### src/rtl/branch_predictor_bht.sv
// branch_predictor_bht: 2-bit saturating-counter branch history table with hit/mispredict statistics.
// Define BP_BTB_EN to add per-entry valid/tag/target storage (tagged BTB with allocation on taken miss).
module branch_predictor_bht #(
    parameter int         IDX_BITS = 4,
    parameter logic [1:0] CNT_INIT = 2'b01
) (
    input  logic        clk,
    input  logic        reset,
    input  logic [7:0]  pc_if,
    output logic        predict_taken,
    output logic [7:0]  predict_target,
    input  logic        update,
    input  logic [7:0]  update_pc,
    input  logic        update_taken,
    input  logic [7:0]  update_target,
    input  logic        update_predicted,
    output logic        mispredict,
    output logic [15:0] update_count,
    output logic [15:0] mispredict_count
);
    localparam int N = 2 ** IDX_BITS;

    logic [1:0]          cnt [N];
    logic [IDX_BITS-1:0] idx_if, idx_up;
    logic [1:0]          cnt_up, cnt_next;
    logic                hit_up, wrong;

    assign idx_if = pc_if[IDX_BITS-1:0];
    assign idx_up = update_pc[IDX_BITS-1:0];
    assign cnt_up = cnt[idx_up];
    assign wrong  = update_taken != update_predicted;

`ifdef BP_BTB_EN
    localparam int TW = 8 - IDX_BITS;
    logic            valid  [N];
    logic [TW-1:0]   tag    [N];
    logic [7:0]      target [N];
    logic            hit_if;

    assign hit_if         = valid[idx_if] && tag[idx_if] == pc_if[7:IDX_BITS];
    assign hit_up         = valid[idx_up] && tag[idx_up] == update_pc[7:IDX_BITS];
    assign predict_taken  = hit_if && cnt[idx_if][1];
    assign predict_target = predict_taken ? target[idx_if] : 8'h00;

    // A taken update either refreshes the hit entry's target or allocates over the old occupant.
    always_ff @(posedge clk or posedge reset) begin
        if (reset) begin
            for (int i = 0; i < N; i++) begin
                valid[i]  <= 1'b0;
                tag[i]    <= '0;
                target[i] <= '0;
            end
        end else if (update && update_taken) begin
            valid[idx_up]  <= 1'b1;
            tag[idx_up]    <= update_pc[7:IDX_BITS];
            target[idx_up] <= update_target;
        end
    end
`else
    logic unused_btb;

    assign unused_btb     = ^{pc_if[7:IDX_BITS], update_pc[7:IDX_BITS], update_target};
    assign hit_up         = 1'b1;
    assign predict_taken  = cnt[idx_if][1];
    assign predict_target = 8'h00;
`endif

    // A taken miss allocates at weakly-taken; a not-taken miss is never written.
    always_comb begin
        cnt_next = !hit_up ? 2'b10 :
                   update_taken ? (cnt_up == 2'b11 ? cnt_up : cnt_up + 2'd1) :
                                  (cnt_up == 2'b00 ? cnt_up : cnt_up - 2'd1);
    end

    always_ff @(posedge clk or posedge reset) begin
        if (reset) begin
            for (int i = 0; i < N; i++) cnt[i] <= CNT_INIT;
        end else if (update && (hit_up || update_taken)) begin
            cnt[idx_up] <= cnt_next;
        end
    end

    always_ff @(posedge clk or posedge reset) begin
        if (reset) begin
            mispredict       <= 1'b0;
            update_count     <= '0;
            mispredict_count <= '0;
        end else begin
            mispredict <= update && wrong;
            if (update && update_count != 16'hFFFF) update_count <= update_count + 16'd1;
            if (update && wrong && mispredict_count != 16'hFFFF) mispredict_count <= mispredict_count + 16'd1;
        end
    end
endmodule

### config.mk
export PLATFORM = sky130hd
export DESIGN_NAME = branch_predictor_bht
export DESIGN_NICKNAME = d
export VERILOG_FILES = /design/src/rtl/branch_predictor_bht.sv
export SDC_FILE = /design/constraint.sdc
export NUM_CORES = 1
export LEC_CHECK = 0
export CAP_MARGIN = 10
export CELL_PAD_IN_SITES_DETAIL_PLACEMENT = 0
export CELL_PAD_IN_SITES_GLOBAL_PLACEMENT = 1
export CORE_MARGIN = 1
export CORE_UTILIZATION = 30
export DETAILED_ROUTE_END_ITERATION = 6
export PLACE_DENSITY = 0.66
export SYNTH_ARGS = -nofsm -noshare
export SYNTH_HDL_FRONTEND = slang
export SYNTH_SLANG_ARGS = --single-unit
### constraint.sdc
create_clock -name clk -period 3.6 [get_ports clk]
set_clock_uncertainty 0.1 [all_clocks]
set_input_delay 0.72 -clock clk [delete_from_list [all_inputs] [get_ports clk]]
set_output_delay 0.72 -clock clk [all_outputs]
set_load 0.03 [all_outputs]
==> metrics.txt, run 1 <==
status complete, no violations; GR Overflow Total 0; synthesized flop and latch total 65; DP Cell Count 466; PortBufs 46; Worst Path Max Fanout 4; sequential share of power 0.408; Non-Filler Instances 482; Core Area 0.0109 mm^2; H-tree depth 3; initial antenna violation count 0; Max Root-Sink Buffers 2; Layout area overhead 27.3%; Syn Inst Count 281; post-layout min period 3.27 ns; worst path cell trace clkdlybuf4s50_1 -> mux4_2 -> mux4_2 -> dlygate4sd2_1; Setup Buffers After CTS 0; Synth Area in Simple Gates 0.154; internal power 0.00193 W; Pwr Density 654 mW/mm^2; synthesized area 0.00338 mm^2; fin. max-slew vios 0; register area share after synthesis 0.487; Resized cells post-CTS 1; top cells by area, synth dfrtp_1 (36%), dfstp_2 (12%), mux2_2 (11%); Most Frequent Cell on Critical Path mux4_2; Crit Path Category input pin to primary output; via count 2364; Post-DRT Antenna Nets 0; DRC 0; CP Data Arrival Time 2.45 ns; Total Nets Final 368; Post-Synth Adder-Cell Area 0.0200; crit end category primary output; clock share of power 0.305; Worst setup SP type input pin; DRT Pass-1 Iters 5; Comb pwr share 0.288; post-route cell area 0.00431 mm^2; ys flop type dfrtp_1; Avg Cell Area, Syn 12.0 um^2; final hold viol count 0; # setup viols final 0; worst vdd ir 368 uV; Die X 108 um; largest family of logic cells by synthesized area multiplexers; Slew Limit Headroom 0.565; max cap viols 0; mux cell area share after synthesis 0.203; Routed WL 7420 um; hold buffers post-CTS 0; crit share post-route 0.909; setup ws final 0.329 ns; Die Height 108 um; Sw Pwr 0.000884 W; Root Buffer clkbuf_16; HPWL Detailed 5560 um; routability-driven placement congestion ratio 0.718; die area 0.0117 mm^2; number of CTS-inserted buffers 9; RSZ-0062 raised after global routing no; Hold WC Path Type register to register; first-pass GRT wire length 12400 um; vias in the first global route 2466; Worst-Margin Slew 0.636 ns; Iter 0 DRT Violations 70; GRT Resource Usage Total 0.139; complex-gate fraction of the synthesized area 0.0370; routed len/inst 15.4 um; XOR/XNOR Fraction of Synth Area 0.0699; Ports 71; Hold WS 0.401 ns; largest net degree at the start of global routing 24; switching share of power 0.314; post-synth cell types 42; pre-CTS setup slack -0.199 ns; Req. time, crit path 2.78 ns; Leak 1.78 nW; std cell rows 38; Synth area leader dfrtp_1; layout cells sized above 1 0.260; Fmax achieved 306 MHz; Max stage delay on crit path 0.57 ns; worst-skew pair later-pin latency 0.32 ns; EDFF count, synth 0; initial core utilization 0.309; share of flip-flops with an asynchronous set or reset 1.00; Ys Warns 0; placement-stage cell area 0.00401 mm^2; CTS Sinks 65; CTS tree yes; Clock transition at path regs 0.05 ns; Yosys top cell area share 0.362; vias per cell 4.90; antenna cell count 0; Worst path slowest cell clkdlybuf4s50_1
[layer usage]
metal | global-route usage | part of all wire
met1 | 0.177 | 0.46
met2 | 0.229 | 0.49
met4 | 0.0450 | 0.011
met3 | 0.0386 | 0.040
met5 | 0 | 0
[power by group through the flow]
stage / clock [W] / combinational [W] / sequential (W)
6_report: 0.000858 / 0.000810 / 0.00115
5_1_grt: 0.000919 / 0.000879 / 0.00118
3_5_place_dp: 0 / 0.000822 / 0.00116
4_1_cts: 0.000887 / 0.000821 / 0.00115
2_1_floorplan: 0 / 0.000434 / 0.00125
3_3_place_gp: 0 / 0.000806 / 0.00115
[cell usage after synthesis, drive strengths merged (2+ instances only)]
library cell	n
dfrtp	49
mux2	34
nand3	17
nor2	17
dfstp	16
nand2	16
xor2	15
mux4	13
buf	12
xnor2	12
a21oi	8
nand4	7
and3	5
nor3	5
nor4	5
a211oi	4
and2	4
maj3	4
nand2b	4
a21boi	3
and4	3
clkbuf	3
nor3b	3
ha	2
inv	2
nand3b	2
nand4b	2
nor2b	2
o21ai	2
or3	2
[registers in the layout, indices dropped and copies added, names as in the netlist]
signal            count
cnt                  32
mispredict            1
update_count         16
mispredict_count     16
[final timing paths]
check                            startpoint                to  slack [ns]  cells after the start
hold / removal             update_count[14]  update_count[14]        0.40                      1
setup / recovery                   pc_if[1]     predict_taken        0.33                      4
max in group asynchronous             reset            cnt[6]        2.03                      3
hold reg to reg            update_count[14]  update_count[14]        0.40                      1
setup reg to reg                    cnt[27]           cnt[19]        1.52                      4
min in group asynchronous             reset           cnt[29]        0.64                      2
[cell families after synthesis]
| logic type | Yosys count |
|---|---|
| AND/OR/NAND/NOR | 97 |
| multiplexers | 48 |
| flip-flops | 65 |
| other | 1 |
| buffers and inverters | 17 |
| AO/OA/AOI/OAI | 20 |
| adder cells (fa/ha/maj) | 6 |
| XOR/XNOR | 27 |
[critical path, delay by kind of cell]
kind	cells	cell delay (ns)
muxes	2	0.80
buffers and inverters	2	0.93
[placed cells by master (no fill, tap or decap), drive strengths merged, types with 5 or more instances in the layout]
cell type | netlist | final
nor2 | 17 | 17
nor4 | 5 | 5
and3 | 5 | 5
clkbuf | 3 | 11
nand4 | 7 | 7
nand3 | 17 | 17
mux2 | 34 | 34
nor3 | 5 | 5
clkdlybuf4s50 | 0 | 44
buf | 12 | 7
conb | 1 | 8
dfrtp | 49 | 49
xor2 | 15 | 15
nand2 | 16 | 16
a21oi | 8 | 8
xnor2 | 12 | 12
mux4 | 13 | 13
dfstp | 16 | 16
[cell type report]
class,count,area [um^2]
clock buffer,11,243
clock inverter,5,55.1
fill,1069,6630
inverter,2,7.51
multi-input combinational,206,1670
sequential,65,1650
tap,140,175
timing repair buffer,53,514
[metrics by stage]
| stage | utilization | total power [W] | setup TNS (ns) |
|---|---|---|---|
| 4_1_cts | 0.394 | 0.00286 | 0 |
| 5_1_grt | 0.394 | 0.00298 | 0 |
| 3_5_place_dp | 0.366 | 0.00198 | -0.199 |
| 2_1_floorplan | - | 0.00168 | 0 |
| 3_3_place_gp | 0.366 | 0.00196 | -0.163 |
| 6_report | 0.394 | 0.00282 | 0 |
(Power assumes the default switching activity.)
==> run 2: changes to the inputs <==
--- a/config.mk
+++ b/config.mk
@@ -12,6 +12,7 @@
 export CORE_UTILIZATION = 30
 export DETAILED_ROUTE_END_ITERATION = 6
 export PLACE_DENSITY = 0.66
+export REMOVE_ABC_BUFFERS = 1
 export SYNTH_ARGS = -nofsm -noshare
 export SYNTH_HDL_FRONTEND = slang
 export SYNTH_SLANG_ARGS = --single-unit
==> run 2 against run 1 <==
Net effect:
- clock power up 7.3%
- combinational power about the same
- total power increased by 2.0%
- clock-buffer cell count unchanged
- non-clock buffer count unchanged
- maximum frequency up 0.19%
- cell area increased by 0.35%
- highest routed layer unchanged
- worst setup slack better by 0.0063 ns
- final cell count is the same
==> metrics.txt, run 2 (same netlist as run 1, synthesis figures left out) <==
H-tree depth 3; fin. max-slew vios 0; Core Area 0.0109 mm^2; Worst Path Max Fanout 4; Layout area overhead 27.7%; via count 2388; CP bufs+invs 2; routability-driven placement congestion ratio 0.745; Routed WL 7280 um; Fmax achieved 306 MHz; GR Overflow Total 0; DRC 0; CTS Sinks 65; CP Data Arrival Time 2.45 ns; clock share of power 0.321; sequential share of power 0.398; HPWL Detailed 5360 um; Die X 108 um; Total Nets Final 368; internal power 0.00198 W; Max Root-Sink Buffers 2; DP Cell Count 466; Pwr Density 665 mW/mm^2; vias in the first global route 2456; layout cells sized above 1 0.257; Die Height 108 um; Worst path slowest cell clkdlybuf4s50_1; initial antenna violation count 0; status complete, no violations; max reg flops 32; RSZ-0062 raised after global routing no; switching share of power 0.309; Most Frequent Cell on Critical Path mux4_2; vias per cell 4.95; Comb pwr share 0.282; final hold viol count 0; Crit Path Category input pin to primary output; Post-DRT Antenna Nets 0; fill count 1079; largest reg by FF count cnt; routed len/inst 15.1 um; worst vdd ir 347 uV; Register Area 0.00165 mm^2; Root Buffer clkbuf_16; hold buffers post-CTS 0; Hold WC Path Type register to register; DRT Pass-1 Iters 4; number of CTS-inserted buffers 9; Leak 1.79 nW; die area 0.0117 mm^2; Hold WS 0.393 ns; PortBufs 46; initial core utilization 0.309; multi-input logic area 0.00167 mm^2; Req. time, crit path 2.78 ns; post-route cell area 0.00432 mm^2; Max stage delay on crit path 0.57 ns; max cap viols 0; worst path cell trace clkdlybuf4s50_1 -> mux4_2 -> mux4_2 -> dlygate4sd2_1; Worst setup SP type input pin; top cell family by delay on the critical path buffers and inverters; # setup viols final 0; placement-stage cell area 0.00401 mm^2; Sw Pwr 0.000887 W; Clock transition at path regs 0.06 ns; Slew Limit Headroom 0.353; largest registers cnt: 32 flops, mispredict_count: 16 flops, update_count: 16 flops; Non-Filler Instances 482; largest net degree at the start of global routing 36; Worst-Margin Slew 0.962 ns; crit end category primary output; GRT Resource Usage Total 0.140; most frequent cells in the layout dfrtp_1 (49), clkdlybuf4s50_1 (44), mux2_2 (34); crit share post-route 0.907; antenna cell count 0; most common cell after layout, fill and taps aside dfrtp_1; std cell rows 38; Iter 0 DRT Violations 67; first-pass GRT wire length 12300 um; post-layout min period 3.27 ns; Ports 71; worst-skew pair later-pin latency 0.33 ns; CTS tree yes
## run 2: cell types whose count changed in the layout (fill, tap and decap cells not counted)
cell,before,now
clkbuf_1,1,2
bufinv_16,1,2
clkbuf_8,1,0
clkinv_2,2,1
## run 2: layout make-up
class	instances	share of cell area
clock buffers	11	0.0539
clock inverters	5	0.0185
flip-flops and latches	65	0.381
well taps	140	0.0405
multi-input cells	206	0.385
inverters	2	0.00174
repair buffers	53	0.119
## run 2: final timing paths
| kind | endpoint | depth (start not counted) | from | slack [ns] |
|---|---|---|---|---|
| hold / removal | mispredict_count[6] | 1 | mispredict_count[6] | 0.39 |
| setup reg to reg | mispredict_count[1] | 4 | mispredict_count[9] | 1.14 |
| max in group asynchronous | cnt[0] | 3 | reset | 1.88 |
| setup / recovery | predict_taken | 4 | pc_if[1] | 0.33 |
| min in group asynchronous | update_count[12] | 2 | reset | 0.75 |
| hold reg to reg | mispredict_count[6] | 1 | mispredict_count[6] | 0.39 |
## run 2: per-layer routing
metal  GRT usage  routed length [um]  vias up
met5           0                   0        -
met4      0.0656                 127        0
met3      0.0392                 270       11
met2       0.210                3330       56
met1       0.186                3550     1196
li1            -                   -     1125
## run 2: repair_timing
action                                  in CTS  in global routing
gates resized for setup                      1                  1
setup buffers                                0                  0
pin swaps                                    0                  0
endpoints found under the setup margin       1                  1
## run 2: stage by stage
step	total power (W)	TNS, ns	utilization	setup WS (ns)
finish	0.00287	0	0.395	0.335
global route	0.00303	0	0.395	0.291
CTS	0.00291	0	0.395	0.0411
detailed placement	0.00198	-0.195	0.366	-0.195
global placement	0.00196	-0.170	0.366	-0.170
floorplan	0.00167	0	-	1.02
## run 2: power groups by stage
stage / registers (W) / logic (W) / clock network [W]
5_1_grt: 0.00118 / 0.000882 / 0.000973
2_1_floorplan: 0.00125 / 0.000419 / 0
4_1_cts: 0.00114 / 0.000821 / 0.000948
3_3_place_gp: 0.00115 / 0.000810 / 0
6_report: 0.00114 / 0.000809 / 0.000921
3_5_place_dp: 0.00115 / 0.000821 / 0
==> run 3: changes to the inputs <==
--- a/config.mk
+++ b/config.mk
@@ -8,9 +8,11 @@
 export CAP_MARGIN = 10
 export CELL_PAD_IN_SITES_DETAIL_PLACEMENT = 0
 export CELL_PAD_IN_SITES_GLOBAL_PLACEMENT = 1
+export CORE_ASPECT_RATIO = 1.25
 export CORE_MARGIN = 1
 export CORE_UTILIZATION = 30
 export DETAILED_ROUTE_END_ITERATION = 6
+export GPL_TIMING_DRIVEN = 0
 export PLACE_DENSITY = 0.66
 export REMOVE_ABC_BUFFERS = 1
 export SYNTH_ARGS = -nofsm -noshare
==> run 3 against run 2 <==
Net effect:
- wire length is 2.0% lower
- largest power group unchanged
- register-to-register slack improved by 0.07 ns
- die area about the same
==> metrics.txt, run 3 (same netlist as run 1, synthesis figures left out) <==
Die Height 121 um; Req. time, crit path 2.78 ns; PortBufs 46; most frequent cells in the layout dfrtp_1 (49), clkdlybuf4s50_1 (44), mux2_2 (34); top cell family by delay on the critical path buffers and inverters; Critical Path Source pc_if[1]; first-pass GRT wire length 12000 um; multi-input logic area 0.00167 mm^2; GR Overflow Total 0; Core Area 0.0110 mm^2; Routed WL 7130 um; Power, Total 0.00286 W; worst vdd ir 352 uV; H-tree depth 3; Die X 97.0 um; Hold WS 0.400 ns; worst-skew pair later-pin latency 0.33 ns; Slew Limit Headroom 0.410; layout cells sized above 1 0.248; met2 global-route usage 0.209; RSZ-0062 raised after global routing no; initial core utilization 0.307; Worst path slowest cell clkdlybuf4s50_1; r2r setup slk 1.21 ns; hold buffers post-CTS 0; Leak 1.77 nW; GRT Resource Usage Total 0.132; number of CTS-inserted buffers 9; largest reg by FF count cnt; Setup Buffers After CTS 0; max reg flops 32; Pwr Density 670 mW/mm^2; fin. max-slew vios 0; crit share post-route 0.896; CTS Sinks 65; antenna cell count 0; initial antenna violation count 0; vias in the first global route 2356; CTS tree yes; post-layout min period 3.23 ns; Post-DRT Antenna Nets 0; crit end category primary output; Total Nets Final 361; FF-to-FF Start mispredict_count[8]; CP bufs+invs 2; layer with the highest usage met2; DRC 0; status complete, no violations; Clock transition at path regs 0.06 ns; final hold viol count 0; Crit Path Category input pin to primary output; Register Area 0.00165 mm^2; Iter 0 DRT Violations 36; Most Frequent Cell on Critical Path mux4_2; fill count 1083; Ports 71; grt met1 use 0.171; Fmax achieved 310 MHz; max cap viols 0; HP Start update_count[14]; largest registers cnt: 32 flops, mispredict_count: 16 flops, update_count: 16 flops; Root Buffer clkbuf_16; die area 0.0117 mm^2; Worst Path Max Fanout 4; CP Data Arrival Time 2.41 ns; most common cell after layout, fill and taps aside dfrtp_1; Hold WC Path Type register to register; Max Root-Sink Buffers 2; worst path cell trace clkdlybuf4s50_1 -> mux4_2 -> mux4_2 -> dlymetal6s2s_1; via count 2322; Worst setup SP type input pin; DRT Pass-1 Iters 4; HPWL Detailed 4890 um; routed len/inst 15.2 um; std cell rows 43; routability-driven placement congestion ratio 0.688; Max stage delay on crit path 0.61 ns; met3 usage in global routing 0.0399; Worst-Margin Slew 0.877 ns; largest net degree at the start of global routing 66; vias per cell 4.94; Layout area overhead 26.1%; # setup viols final 0
[run 3: worst register-to-register path, delay by kind of cell, from the launching register on]
kind | cells | cell delay [ns]
mux | 1 | 0.35
compound gates | 1 | 0.36
simple gates | 2 | 1.03
flops | 1 | 0.45
[run 3: worst paths after layout]
kind,endpoint,depth (start not counted)
setup / recovery,predict_taken,4
hold / removal,update_count[14],1
setup reg to reg,mispredict_count[1],4
hold reg to reg,update_count[14],1
max in group asynchronous,mispredict_count[4],2
min in group asynchronous,update_count[6],2
[run 3: per-layer routing]
layer / part of all wire / routed length, um / vias up
met3: 0.042 / 297 / 8
li1: - / - / 1118
met2: 0.48 / 3440 / 53
met4: 0.015 / 104 / 0
met1: 0.46 / 3290 / 1143
met5: 0 / 0 / -
[run 3: repair_timing]
action	4_1_cts	5_1_grt
endpoints found under the setup margin	1	1
endpoints found under the hold margin	0	0
resized for setup	1	3
pin swaps	0	0
[run 3: power breakdown]
group	switching (W)	total [W]	internal, W
Clock	0.000302	0.000913	0.000610
Combinational	0.000400	0.000807	0.000407
Sequential	0.000167	0.00114	0.000971
Total	0.000869	0.00286	0.00199
[run 3: area by class of cell]
cell class / instances / share of cell area
multi-input combinational: 206 / 0.390
sequential: 65 / 0.386
timing repair buffer: 46 / 0.107
clock buffer: 14 / 0.0665
tap: 135 / 0.0396
clock inverter: 2 / 0.00821
inverter: 2 / 0.00235
[run 3: per-stage QoR]
stage	setup WS (ns)	setup TNS, ns	instances	util	instance area (um^2)
after global placement	-0.262	-3.31	454	0.358	3950
after CTS	0.00984	0	470	0.387	4270
after global routing	0.256	0	470	0.387	4270
after floorplan	1.02	0	273	-	3320
final	0.373	0	470	0.387	4270
after detailed placement	-0.257	-0.257	454	0.358	3950
